$ cat src/rtl/dna_port_arbiter.sv
// Round-robin arbiter owning the device DNA port: boot capture, per-requester DNA compare.
// Optional build macro DNA_PORT_ARBITER_CACHE_EN: serve requests from the boot capture.

// Behavioural DNA port: READ loads the ID, SHIFT moves it out MSB first on dout.
module dna_port_arbiter_dna_model #(
    parameter int unsigned          DNA_W         = 57,
    parameter logic [DNA_W-1:0]     SIM_DNA_VALUE = 57'h000094c94546a85c
) (
    input  logic clk,
    input  logic read,
    input  logic shift,
    input  logic din,
    output logic dout
);
    logic [DNA_W-1:0] dna_sr;

    always_ff @(posedge clk) begin
        if (read)
            dna_sr <= SIM_DNA_VALUE;
        else if (shift)
            dna_sr <= {dna_sr[DNA_W-2:0], din};
    end

    assign dout = dna_sr[DNA_W-1];
endmodule

module dna_port_arbiter #(
    parameter int unsigned          NUM_REQ = 2,
    parameter int unsigned          DNA_W   = 57,
    parameter logic [DNA_W-1:0]     SIM_DNA = 57'h000094c94546a85c
) (
    input  logic                       clk,
    input  logic                       rst,
    input  logic [NUM_REQ-1:0]         req,
    input  logic [NUM_REQ*DNA_W-1:0]   expected_dna,
    output logic [NUM_REQ-1:0]         ack,
    output logic [NUM_REQ-1:0]         match,
    output logic [DNA_W-1:0]           dna_value,
    output logic                       dna_valid,
    output logic                       busy
);
    localparam int unsigned PTR_W    = (NUM_REQ > 1) ? $clog2(NUM_REQ) : 1;
    localparam logic [5:0]  LAST_BIT = 6'(DNA_W - 1);

    typedef enum logic [2:0] {
        ST_BOOT,
        ST_IDLE,
        ST_LOAD,
        ST_SHIFT,
        ST_CMP,
        ST_ACK
    } state_t;

    state_t             state;
    state_t             state_nxt;
    logic [PTR_W-1:0]   owner;
    logic               owner_valid;
    logic [PTR_W-1:0]   rr_ptr;
    logic [PTR_W-1:0]   ptr_next;
    logic [5:0]         cnt;
    logic               dna_read;
    logic               dna_shift;
    logic               dna_dout;
    logic               grant_found;
    logic [PTR_W-1:0]   grant_idx;
    int unsigned        scan_idx;

    dna_port_arbiter_dna_model #(
        .DNA_W         (DNA_W),
        .SIM_DNA_VALUE (SIM_DNA)
    ) u_dna_port (
        .clk   (clk),
        .read  (dna_read),
        .shift (dna_shift),
        .din   (1'b0),
        .dout  (dna_dout)
    );

    // First pending request at or after the round-robin pointer, wrapping.
    always_comb begin
        grant_found = 1'b0;
        grant_idx   = '0;
        scan_idx    = 0;
        for (int unsigned i = 0; i < NUM_REQ; i++) begin
            scan_idx = (32'(rr_ptr) + i) % NUM_REQ;
            if (!grant_found && req[scan_idx]) begin
                grant_found = 1'b1;
                grant_idx   = PTR_W'(scan_idx);
            end
        end
    end

    assign ptr_next = (grant_idx == PTR_W'(NUM_REQ - 1)) ? '0 : grant_idx + PTR_W'(1);

    always_ff @(posedge clk or posedge rst) begin
        if (rst)
            state <= ST_BOOT;
        else
            state <= state_nxt;
    end

    always_comb begin
        state_nxt = state;
        dna_read  = 1'b0;
        dna_shift = 1'b0;
        ack       = '0;
        case (state)
            ST_BOOT:  state_nxt = ST_LOAD;
            ST_IDLE: begin
                if (grant_found) begin
`ifdef DNA_PORT_ARBITER_CACHE_EN
                    state_nxt = dna_valid ? ST_CMP : ST_LOAD;
`else
                    state_nxt = ST_LOAD;
`endif
                end
            end
            ST_LOAD: begin
                dna_read  = 1'b1;
                state_nxt = ST_SHIFT;
            end
            ST_SHIFT: begin
                // Last sample takes bit 0, so the port must not shift again.
                dna_shift = (cnt != LAST_BIT);
                if (cnt == LAST_BIT)
                    state_nxt = owner_valid ? ST_CMP : ST_IDLE;
            end
            ST_CMP:   state_nxt = ST_ACK;
            ST_ACK: begin
                ack[owner] = 1'b1;
                state_nxt  = ST_IDLE;
            end
            default:  state_nxt = ST_BOOT;
        endcase
    end

    // Reset is asynchronous, so busy is masked directly to stay low while it is held.
    assign busy = (state != ST_IDLE) && !rst;

    always_ff @(posedge clk or posedge rst) begin
        if (rst) begin
            owner       <= '0;
            owner_valid <= 1'b0;
            rr_ptr      <= '0;
            cnt         <= '0;
            dna_value   <= '0;
            dna_valid   <= 1'b0;
            match       <= '0;
        end else begin
            case (state)
                ST_BOOT: owner_valid <= 1'b0;
                ST_IDLE: begin
                    if (grant_found) begin
                        owner       <= grant_idx;
                        owner_valid <= 1'b1;
                        rr_ptr      <= ptr_next;
                        if (state_nxt == ST_LOAD)
                            dna_valid <= 1'b0;
                    end
                end
                ST_LOAD: cnt <= '0;
                ST_SHIFT: begin
                    dna_value[LAST_BIT - cnt] <= dna_dout;
                    cnt                       <= cnt + 6'd1;
                    if (cnt == LAST_BIT)
                        dna_valid <= 1'b1;
                end
                ST_CMP:  match[owner] <= (dna_value == expected_dna[owner*DNA_W +: DNA_W]);
                default: ;
            endcase
        end
    end
endmodule

$ cat config.mk
export PLATFORM = sky130hd
export DESIGN_NAME = dna_port_arbiter
export DESIGN_NICKNAME = d
export VERILOG_FILES = /design/src/rtl/dna_port_arbiter.sv
export SDC_FILE = /design/constraint.sdc
export NUM_CORES = 1
export LEC_CHECK = 0
export CAP_MARGIN = 20
export CORE_MARGIN = 2
export CORE_UTILIZATION = 35
export DETAILED_ROUTE_END_ITERATION = 8
export GPL_TIMING_DRIVEN = 1
export PLACE_DENSITY_LB_ADDON = 0.05
export SYNTH_ARGS = -nofsm -noshare
export SYNTH_HDL_FRONTEND = slang
export SYNTH_SLANG_ARGS = --single-unit
$ cat constraint.sdc
create_clock -name clk -period 5.3 [get_ports clk]
set_input_delay 0.795 -clock clk [delete_from_list [all_inputs] [get_ports clk]]
set_output_delay 0.795 -clock clk [all_outputs]
set_load 0.02 [all_outputs]
Word level (Yosys, flattened, before mapping)
Index checks and enable logic that the tools add are counted. W data, S select, Z words.

Flip-flop bits (word level): 127. Bits of input ports: 118. Output and inout bits: 63. Word-level logic and storage cells: 76.

$add $sub $neg: 4. Multiply operators: 1. Order comparisons: 6. Equality and inequality tests: 13. Shift operators: 1. Muxes and demuxes: 29. Reduce and logical (&&, ||, !) cells: 13.

Operators by type and width (count): $shiftx A114 B8 Y57 (1); $bwmux W57 (1); $eq A57 B57 Y1 (1); $pmux W3 S6 (1); $mux W1 (17); $pmux W6 S2 (1); $eq A3 B2 Y1 const B (3); $mux W3 (3); $lt A6 B7 Y1 const B (1); $mul A1 B6 Y7 const B (1); $add A6 B1 Y6 const B (1); $demux W1 S6 (1); $eq A3 B3 Y1 const B (2); $eq A6 B6 Y1 const B (1); $ge A6 B1 Y1 const B (1); $lt A1 B2 Y1 const B (3); $ne A2 B2 Y1 const B (3); $ne A6 B6 Y1 const B (1); $reduce_bool A2 Y1 (3); $sub A6 B6 Y6 const A (1); $logic_and A1 B1 Y1 (4); $pmux W1 S2 (2); $reduce_and A2 Y1 (2); $reduce_and A4 Y1 (1); other kinds (9) (11).

Logic depth before layout (Yosys ltp)
Gate-level depths: netlist of the first run.

Depth in word-level cells: 12. Depth in mapped cells: 10. Mapped depth without buffers: 8.

By module
From an unflattened synthesis of the first run, not the netlist that was laid out.

Cells, all modules: 633. Area, all modules: 6666.4 um2.

Modules (own cells, without submodules): dna_port_arbiter (instances 1, cells each 448, area an instance 4598.2 um2); dna_port_arbiter_dna_model (instances 1, cells each 185, area an instance 2068.2 um2).

Worst setup path after synthesis of the first run
No wires, ideal clock.

Kind: register to output. From: reg owner. To: out ack[0]. Data arrival time: 1.644 ns. Setup slack: 2.861 ns. Cell stages (with the launch flop): 5. Cell sequence: dfrtp_1 buf_6 buf_4 buf_1 nor4bb_1.

Longest elaborated chain between the ends: 5.

Ends and longest elaborated chain: start, declared (line 56) `logic [PTR_W-1:0] owner;`; start signal, assigned (line 154) `owner <= grant_idx;`; $lt A1 B2 Y1 (not written as such) or $ge A1 B1 Y1 (tied branches) (line 130) `ack[owner] = 1'b1;`; $logic_and A1 B1 Y1 (not written as such) (line 130); $mux W1 (not written as such) (line 130); $demux W1 S1 * (line 130); $mux W2 * (line 107) `case (state)`; end, declared (line 36) `output logic [NUM_REQ-1:0] ack,`.

Every way passes the cells marked *; elsewhere a longest branch is shown, timed or not.

Final worst setup path of the first run
From: reg state[0]. To: out busy.

Longest elaborated chain between the ends: 2.

Ends and longest elaborated chain: start, declared (line 54) `state_t state;`; start signal, assigned (line 99) `state <= state_nxt;`; $ne A3 B1 Y1 (line 138) `assign busy = (state != ST_IDLE) && !rst;`; $logic_and A1 B1 Y1 (line 138); end, declared (line 40) `output logic busy`.

No other way between the ends.

==> flow_results.xml, run 1 <==
<?xml version="1.0" encoding="UTF-8"?>
<metrics>
  <group name="status">
    <metric name="outcome" unit="">finished, final reports clean</metric>
  </group>
  <group name="setup_path">
    <metric name="startpoint_type" unit="">flop</metric>
    <metric name="combined_buffer_and_inverter_count_along_the_critical_path" unit="">1</metric>
    <metric name="worst_setup_path_end_kind" unit="">primary output</metric>
    <metric name="criticalPathCategory" unit="">flop to primary output</metric>
    <metric name="worst_path_largest_cell_delay" unit="ns">0.68</metric>
    <metric name="kind_of_cell_with_the_highest_combined_delay_on_the_critical_path" unit="">flip-flops</metric>
    <metric name="critical_path_peak_fanout" unit="">17</metric>
    <metric name="crit_path_cell_trace" unit="">nor3b_1 -&gt; nor2_1 -&gt; clkdlybuf4s50_1</metric>
    <metric name="crit_slowest_cell" unit="">sky130_fd_sc_hd__dfrtp_1</metric>
    <metric name="cp_data_required_time" unit="ns">4.51</metric>
    <metric name="crit_arrival" unit="ns">2.26</metric>
  </group>
  <group name="grt">
    <metric name="grt_start_max_net_pins" unit="">59</metric>
    <metric name="antenna_found_initial" unit="">0</metric>
    <metric name="gr-usage-met2" unit="">0.3214</metric>
    <metric name="globalRouteMet1Util" unit="">0.2309</metric>
    <metric name="grt.busiest_layer" unit="">met2</metric>
    <metric name="grt-ovfl-total" unit="">0</metric>
    <metric name="first_global_vias" unit="">5467</metric>
    <metric name="gr_util_all_layers" unit="">0.1876</metric>
    <metric name="grt_pass1_wl" unit="um">29060</metric>
    <metric name="grt_use_met3" unit="">0.04646</metric>
  </group>
  <group name="yosys">
    <metric name="yosys.area.top_type_share" unit="">0.2790</metric>
    <metric name="yosys_warnings" unit="">0</metric>
    <metric name="ys_top_cells_by_area" unit="">sky130_fd_sc_hd__dfrtp_1 (28%), sky130_fd_sc_hd__dfxtp_1 (17%), sky130_fd_sc_hd__mux2_2 (9.8%), sky130_fd_sc_hd__mux2i_1 (8.8%), sky130_fd_sc_hd__nand2_1 (8.3%)</metric>
    <metric name="synth_fp_nets" unit="">808</metric>
    <metric name="post_synth.cell_area_avg" unit="um2">9.386</metric>
    <metric name="ys_seq_area_frac" unit="">0.4495</metric>
    <metric name="synth_enable_flop_cells" unit="">0</metric>
    <metric name="synth.distinct_cells" unit="">39</metric>
    <metric name="share_of_flip_flops_with_an_asynchronous_set_or_reset_after_synthesis" unit="">0.5669</metric>
    <metric name="postSynthCellCount" unit="">688</metric>
    <metric name="synth.largest_area_cell" unit="">sky130_fd_sc_hd__dfrtp_1</metric>
    <metric name="main_flop_type_after_synthesis" unit="">sky130_fd_sc_hd__dfrtp_1</metric>
    <metric name="flops_latches_synth" unit="">127</metric>
    <metric name="synth_area" unit="um2">6457</metric>
  </group>
  <group name="pwr">
    <metric name="max-vdd-ir-drop" unit="mV">0.1918</metric>
    <metric name="p_seq_frac" unit="">0.440</metric>
    <metric name="p_leak" unit="uW">0.003384</metric>
    <metric name="power.switching" unit="uW">454.3</metric>
    <metric name="power-per-cell-area" unit="nW/um2">243.4</metric>
    <metric name="comb_power_share" unit="">0.065</metric>
    <metric name="power_report.internal_total" unit="uW">1737</metric>
    <metric name="clockPowerShare" unit="">0.495</metric>
    <metric name="netSwitchingFraction" unit="">0.2073</metric>
  </group>
  <group name="placed_design">
    <metric name="dp.final_hpwl" unit="um">13460</metric>
    <metric name="gpl.final_weighted_congestion" unit="">0.7708</metric>
    <metric name="post_placement_cell_area" unit="um2">8411</metric>
    <metric name="portBuffers" unit="">180</metric>
  </group>
  <group name="layout">
    <metric name="nets" unit="">975</metric>
    <metric name="num_antenna_cells" unit="">0</metric>
    <metric name="drive_gt1_frac" unit="">0.1130</metric>
    <metric name="area_delta_synth_final" unit="%">39.39</metric>
    <metric name="layout.filler_cells" unit="">1697</metric>
    <metric name="fin_util" unit="">0.4994</metric>
    <metric name="finish.instance_area" unit="um2">9001</metric>
  </group>
  <group name="sta">
    <metric name="timing.final.setup_violations" unit="">0</metric>
    <metric name="slew_limit_fails" unit="">0</metric>
    <metric name="grt_setup_unrepaired" unit="">false</metric>
    <metric name="timing.final.crit_share" unit="">0.5773</metric>
    <metric name="final.setup_skew" unit="ns">0.006305</metric>
    <metric name="slew-limit-headroom" unit="">0.3379</metric>
    <metric name="post-route-min-period" unit="ns">3.060</metric>
    <metric name="tightestPinTransition" unit="ns">0.9855</metric>
    <metric name="finalSetupTns" unit="ns">0</metric>
    <metric name="clock.fmax" unit="MHz">326.8</metric>
    <metric name="hold_viol" unit="">0</metric>
  </group>
  <group name="cts">
    <metric name="tritoncts_clock_tree" unit="">done</metric>
    <metric name="cts_hold_buffers" unit="">0</metric>
    <metric name="clkSinkCount" unit="">127</metric>
    <metric name="ctsLongestPathBuffers" unit="">2</metric>
    <metric name="cts_buffers" unit="">17</metric>
    <metric name="cts-htree-levels" unit="">4</metric>
    <metric name="clock_insertion_delay_worst_skew" unit="ns">0.42</metric>
    <metric name="post-cts-setup-buffers" unit="">0</metric>
    <metric name="root_buffer" unit="">sky130_fd_sc_hd__clkbuf_16</metric>
    <metric name="clk_transition_reported_paths" unit="ns">0.05</metric>
    <metric name="cts_repair_resize_count" unit="">0</metric>
  </group>
  <group name="job">
    <metric name="max-cap-violations" unit="">0</metric>
  </group>
  <group name="route">
    <metric name="postRouteWirelength" unit="um">18130</metric>
    <metric name="post_drt_wl_per_cell" unit="um">16.54</metric>
    <metric name="drt_first_iter_violations" unit="">223</metric>
    <metric name="dr_total_vias" unit="">5458</metric>
    <metric name="via_per_inst" unit="">4.980</metric>
    <metric name="final_antenna_net_count" unit="">0</metric>
    <metric name="detailed_routing_iterations_pass_1" unit="">4</metric>
    <metric name="drc_errors" unit="">0</metric>
  </group>
  <group name="floorplanning">
    <metric name="design.core.area" unit="um2">18020</metric>
    <metric name="die_h" unit="um">139.8</metric>
    <metric name="dieArea" unit="um2">19550</metric>
    <metric name="floorplan.io_pins" unit="">181</metric>
    <metric name="initial_util" unit="">0.3583</metric>
    <metric name="number_of_standard_cell_rows_in_the_floorplan" unit="">49</metric>
    <metric name="die_w" unit="um">139.8</metric>
  </group>
  <group name="hold_path">
    <metric name="worst_hold_path_type" unit="">flop to flop</metric>
  </group>
</metrics>
[synth_stat cells (2+ instances only)]
master	n
sky130_fd_sc_hd__nand2_1	143
sky130_fd_sc_hd__dfrtp_1	72
sky130_fd_sc_hd__mux2i_1	57
sky130_fd_sc_hd__mux2_2	56
sky130_fd_sc_hd__dfxtp_1	55
sky130_fd_sc_hd__xnor2_1	50
sky130_fd_sc_hd__a21oi_1	44
sky130_fd_sc_hd__nor2_1	39
sky130_fd_sc_hd__nand3_1	38
sky130_fd_sc_hd__clkbuf_1	24
sky130_fd_sc_hd__xor2_1	14
sky130_fd_sc_hd__nor3_1	13
sky130_fd_sc_hd__nor4_1	13
sky130_fd_sc_hd__o21ai_0	13
sky130_fd_sc_hd__buf_2	8
sky130_fd_sc_hd__inv_1	6
sky130_fd_sc_hd__nand4_1	6
sky130_fd_sc_hd__nor2b_1	4
sky130_fd_sc_hd__buf_6	3
sky130_fd_sc_hd__nand2b_1	3
sky130_fd_sc_hd__or4_1	3
sky130_fd_sc_hd__a31oi_1	2
sky130_fd_sc_hd__and3_1	2
sky130_fd_sc_hd__buf_1	2
sky130_fd_sc_hd__ha_1	2
sky130_fd_sc_hd__o21ai_1	2
sky130_fd_sc_hd__or3_1	2
[final cells by class]
type / count / area (um2) / area share
Multi-Input combinational cell: 517 / 3363 / 0.3736
Inverter: 6 / 22.52 / 0.002502
Clock buffer: 23 / 510.5 / 0.05671
Sequential cell: 127 / 2907 / 0.3229
Clock inverter: 8 / 52.55 / 0.005838
Tap cell: 229 / 286.5 / 0.03183
Timing Repair Buffer: 186 / 1859 / 0.2066
[power by group through the flow]
stage	Sequential, uW	Clock (uW)	Combinational (uW)
2_1_floorplan	982	0	44.1
3_3_place_gp	982	0	141
3_5_place_dp	982	0	142
4_1_cts	964	1110	143
5_1_grt	963	1160	155
6_report	964	1080	142
[sequential cells by signal, summed over array words and instances, names as in the netlist, 2 cells and up]
signal / flops
u_dna_port.dna_sr: 55
state: 3
match: 2
dna_value: 57
cnt: 6
[cell usage in the layout, fill, tap and decap left out, types with 3 or more instances in the layout]
cell type | netlist | routed
sky130_fd_sc_hd__clkdlybuf4s50_1 | 0 | 180
sky130_fd_sc_hd__nand2_1 | 143 | 143
sky130_fd_sc_hd__dfrtp_1 | 72 | 71
sky130_fd_sc_hd__mux2i_1 | 57 | 57
sky130_fd_sc_hd__mux2_2 | 56 | 56
sky130_fd_sc_hd__dfxtp_1 | 55 | 55
sky130_fd_sc_hd__xnor2_1 | 50 | 50
sky130_fd_sc_hd__a21oi_1 | 44 | 44
sky130_fd_sc_hd__nand3_1 | 38 | 38
sky130_fd_sc_hd__nor2_1 | 39 | 37
sky130_fd_sc_hd__clkbuf_16 | 0 | 19
sky130_fd_sc_hd__xor2_1 | 14 | 14
sky130_fd_sc_hd__o21ai_0 | 13 | 13
sky130_fd_sc_hd__nor3_1 | 13 | 13
sky130_fd_sc_hd__nor4_1 | 13 | 13
sky130_fd_sc_hd__nand4_1 | 6 | 6
sky130_fd_sc_hd__inv_1 | 6 | 5
sky130_fd_sc_hd__buf_4 | 1 | 5
sky130_fd_sc_hd__nor2b_1 | 4 | 4
sky130_fd_sc_hd__or4_1 | 3 | 3
sky130_fd_sc_hd__nand2b_1 | 3 | 3
sky130_fd_sc_hd__clkinv_2 | 0 | 3
[final timing paths]
kind,startpoint,to,slack [ns],cells past startpoint
worst max-delay path,state[0],busy,2.24,3
worst min-delay path,u_dna_port.dna_sr[54],u_dna_port.dna_sr[55],0.45,2
worst max register to register,owner,match[0],2.25,7
worst min register to register,u_dna_port.dna_sr[54],u_dna_port.dna_sr[55],0.45,2
max in group asynchronous,rst,dna_value[53],3.77,4
min in group asynchronous,rst,rr_ptr,0.65,2
[worst min-delay path, delay by kind of cell, from the launching register on]
family,cells,cell delay (ns)
AOI/OAI and AO/OA,1,0.05
and+or+nand+nor,1,0.05
DFF,1,0.30
[layer usage]
| layer | routed length, um | vias up | part of all wire |
|---|---|---|---|
| li1 | - | 2688 | - |
| met1 | 7630 | 2614 | 0.42 |
| met2 | 9197 | 136 | 0.51 |
| met3 | 1001 | 20 | 0.055 |
| met4 | 296 | 0 | 0.016 |
| met5 | 0 | - | 0 |
[logic make-up after synthesis]
| logic type | Yosys count | synth area share |
|---|---|---|
| AO/OA/AOI/OAI | 67 | 0.05813 |
| AND/OR/NAND/NOR | 271 | 0.1845 |
| XOR/XNOR | 64 | 0.08681 |
| buffers and inverters | 44 | 0.03120 |
| adder cells (fa/ha/maj) | 2 | 0.003875 |
| flip-flops | 127 | 0.4495 |
| multiplexers | 113 | 0.1860 |
[metrics by stage]
step / hold WS [ns] / power (uW) / cells / worst slack [ns]
after global routing: 0.4629 / 2282 / 1096 / 1.994
after floorplan: 0.4227 / 1026 / 688 / 2.680
after CTS: 0.4513 / 2218 / 1094 / 2.202
after detailed placement: 0.4425 / 1124 / 1063 / 2.212
after global placement: 0.4323 / 1123 / 1063 / 2.314
final: 0.4456 / 2191 / 1096 / 2.240
(Power assumes the default switching activity.)
==> run 2: changes to the inputs <==
clock period = 3.1 ns   (was 5.3 ns; I/O delays follow)
==> flow_results.xml, run 2 (synthesized netlist as in run 1, its figures left out) <==
<?xml version="1.0" encoding="UTF-8"?>
<metrics>
  <group name="floorplanning">
    <metric name="die_w" unit="um">139.8</metric>
    <metric name="design.core.area" unit="um2">18020</metric>
    <metric name="dieArea" unit="um2">19550</metric>
    <metric name="die_h" unit="um">139.8</metric>
    <metric name="number_of_standard_cell_rows_in_the_floorplan" unit="">49</metric>
    <metric name="initial_util" unit="">0.3583</metric>
    <metric name="floorplan.io_pins" unit="">181</metric>
  </group>
  <group name="grt">
    <metric name="grt_pass1_wl" unit="um">28790</metric>
    <metric name="globalRouteMet1Util" unit="">0.2245</metric>
    <metric name="grt.busiest_layer" unit="">met2</metric>
    <metric name="gr_util_all_layers" unit="">0.1856</metric>
    <metric name="gr-usage-met2" unit="">0.3235</metric>
    <metric name="grt_start_max_net_pins" unit="">59</metric>
    <metric name="antenna_found_initial" unit="">0</metric>
    <metric name="first_global_vias" unit="">5494</metric>
    <metric name="grt-ovfl-total" unit="">0</metric>
    <metric name="grt_use_met3" unit="">0.05093</metric>
  </group>
  <group name="placed_design">
    <metric name="dp.final_hpwl" unit="um">13620</metric>
    <metric name="gpl.final_weighted_congestion" unit="">0.8341</metric>
    <metric name="portBuffers" unit="">180</metric>
  </group>
  <group name="sta">
    <metric name="hold_viol" unit="">0</metric>
    <metric name="post-route-min-period" unit="ns">2.886</metric>
    <metric name="tightestPinTransition" unit="ns">0.8495</metric>
    <metric name="final.setup_skew" unit="ns">0.009683</metric>
    <metric name="slew-limit-headroom" unit="">0.4336</metric>
    <metric name="finalSetupTns" unit="ns">0</metric>
    <metric name="timing.final.setup_violations" unit="">0</metric>
    <metric name="timing.final.crit_share" unit="">0.9309</metric>
    <metric name="slew_limit_fails" unit="">0</metric>
    <metric name="worst_hold_slack" unit="ns">0.3837</metric>
    <metric name="grt_setup_unrepaired" unit="">false</metric>
    <metric name="clock.fmax" unit="MHz">346.5</metric>
  </group>
  <group name="route">
    <metric name="final_antenna_net_count" unit="">0</metric>
    <metric name="drt_first_iter_violations" unit="">227</metric>
    <metric name="dr_total_vias" unit="">5477</metric>
    <metric name="detailed_routing_iterations_pass_1" unit="">4</metric>
    <metric name="via_per_inst" unit="">4.943</metric>
    <metric name="post_drt_wl_per_cell" unit="um">16.27</metric>
    <metric name="postRouteWirelength" unit="um">18030</metric>
    <metric name="drc_errors" unit="">0</metric>
  </group>
  <group name="pwr">
    <metric name="clockPowerShare" unit="">0.499</metric>
    <metric name="power.switching" unit="uW">773.9</metric>
    <metric name="power_report.internal_total" unit="uW">2997</metric>
    <metric name="power-per-cell-area" unit="nW/um2">414.3</metric>
    <metric name="comb_power_share" unit="">0.064</metric>
    <metric name="p_leak" unit="uW">0.003452</metric>
    <metric name="netSwitchingFraction" unit="">0.2052</metric>
    <metric name="p_seq_frac" unit="">0.437</metric>
    <metric name="max-vdd-ir-drop" unit="mV">0.3994</metric>
  </group>
  <group name="cts">
    <metric name="root_buffer" unit="">sky130_fd_sc_hd__clkbuf_16</metric>
    <metric name="post-cts-setup-buffers" unit="">0</metric>
    <metric name="clock_insertion_delay_worst_skew" unit="ns">0.42</metric>
    <metric name="ctsLongestPathBuffers" unit="">2</metric>
    <metric name="tritoncts_clock_tree" unit="">done</metric>
    <metric name="cts-htree-levels" unit="">4</metric>
    <metric name="cts_hold_buffers" unit="">0</metric>
    <metric name="clk_transition_reported_paths" unit="ns">0.05</metric>
    <metric name="cts_repair_resize_count" unit="">0</metric>
    <metric name="cts_buffers" unit="">17</metric>
    <metric name="clkSinkCount" unit="">127</metric>
  </group>
  <group name="hold_path">
    <metric name="worst_hold_path_type" unit="">input pin to asynchronous set/reset pin</metric>
  </group>
  <group name="setup_path">
    <metric name="ff2ff_setup_slack" unit="ns">0.39</metric>
    <metric name="worst_setup_path_end_kind" unit="">primary output</metric>
    <metric name="crit_arrival" unit="ns">2.42</metric>
    <metric name="timing.reg2reg.worst_path_depth" unit="">7</metric>
    <metric name="startpoint_type" unit="">flop</metric>
    <metric name="cp_data_required_time" unit="ns">2.63</metric>
    <metric name="end_of_the_worst_register_to_register_path" unit="">match[1]</metric>
    <metric name="crit_slowest_cell" unit="">sky130_fd_sc_hd__dfrtp_4</metric>
    <metric name="worst_path_largest_cell_delay" unit="ns">0.76</metric>
    <metric name="criticalPathCategory" unit="">flop to primary output</metric>
    <metric name="crit_path_cell_trace" unit="">buf_4 -&gt; and4b_1 -&gt; clkdlybuf4s50_1</metric>
    <metric name="critical_path_peak_fanout" unit="">32</metric>
    <metric name="regToRegStartpoint" unit="">owner</metric>
  </group>
  <group name="layout">
    <metric name="nets" unit="">987</metric>
    <metric name="drive_gt1_frac" unit="">0.1263</metric>
    <metric name="layout_common_cells" unit="">sky130_fd_sc_hd__clkdlybuf4s50_1 (180), sky130_fd_sc_hd__nand2_1 (143), sky130_fd_sc_hd__dfrtp_1 (71)</metric>
    <metric name="layout.filler_cells" unit="">1707</metric>
    <metric name="largest_register_ffs" unit="">57</metric>
    <metric name="mostFrequentLayoutCell" unit="">sky130_fd_sc_hd__clkdlybuf4s50_1</metric>
    <metric name="multiInputGateArea" unit="um2">3358</metric>
    <metric name="area_delta_synth_final" unit="%">40.94</metric>
    <metric name="num_antenna_cells" unit="">0</metric>
    <metric name="largest_reg_by_ff_count" unit="">dna_value</metric>
    <metric name="biggestRegsByFlops" unit="">dna_value x57, u_dna_port.dna_sr x55, cnt x6</metric>
    <metric name="seq_area" unit="um2">2907</metric>
  </group>
  <group name="job">
    <metric name="max-cap-violations" unit="">0</metric>
  </group>
  <group name="status">
    <metric name="outcome" unit="">finished, final reports clean</metric>
  </group>
</metrics>
==> run 2: routing by layer <==
| metal | vias to the layer above | wire, um |
|---|---|---|
| met5 | - | 0 |
| met3 | 18 | 900 |
| met2 | 124 | 9119 |
| met1 | 2624 | 7737 |
| li1 | 2711 | - |
| met4 | 0 | 267 |
==> run 2: how the worst max path moves through the flow <==
stage	end	from	cells past startpoint
after floorplan	dna_value[2]	cnt[0]	8
after global placement	match[0]	owner	7
after detailed placement	match[0]	owner	7
after CTS	ack[1]	owner	3
after global routing	ack[1]	owner	3
final	ack[1]	owner	3
==> run 2: worst max-delay path, delay by kind of cell (launching register included) <==
family	cells	cell delay [ns]
buffers and inverters	2	0.99
flip-flops	1	0.76
AND/OR/NAND/NOR	1	0.24
==> run 2: final cells by class <==
| class | instances | area share |
|---|---|---|
| flip-flops and latches | 127 | 0.3194 |
| clock inverters | 10 | 0.009211 |
| inverters | 6 | 0.002475 |
| repair buffers | 198 | 0.2156 |
| well taps | 229 | 0.03148 |
| clock buffers | 21 | 0.05293 |
| multi-input cells | 517 | 0.3690 |
==> run 2: metrics by stage <==
stage,instance area [um2],total power [uW],utilization,std cells,worst slack (ns)
floorplan,6457,1755,-,688,0.7836
global route,9101,3913,0.5049,1108,0.1145
finish,9101,3771,0.5049,1108,0.2144
global placement,8536,1923,0.4736,1077,0.4682
detailed placement,8536,1926,0.4736,1077,0.3769
CTS,9101,3814,0.5049,1108,0.1617
==> run 2: power groups by stage <==
stage	logic, uW	clock network, uW	registers, uW
after global routing	264	2000	1650
after floorplan	75.4	0	1680
after global placement	244	0	1680
after CTS	248	1920	1650
final	243	1880	1650
after detailed placement	246	0	1680
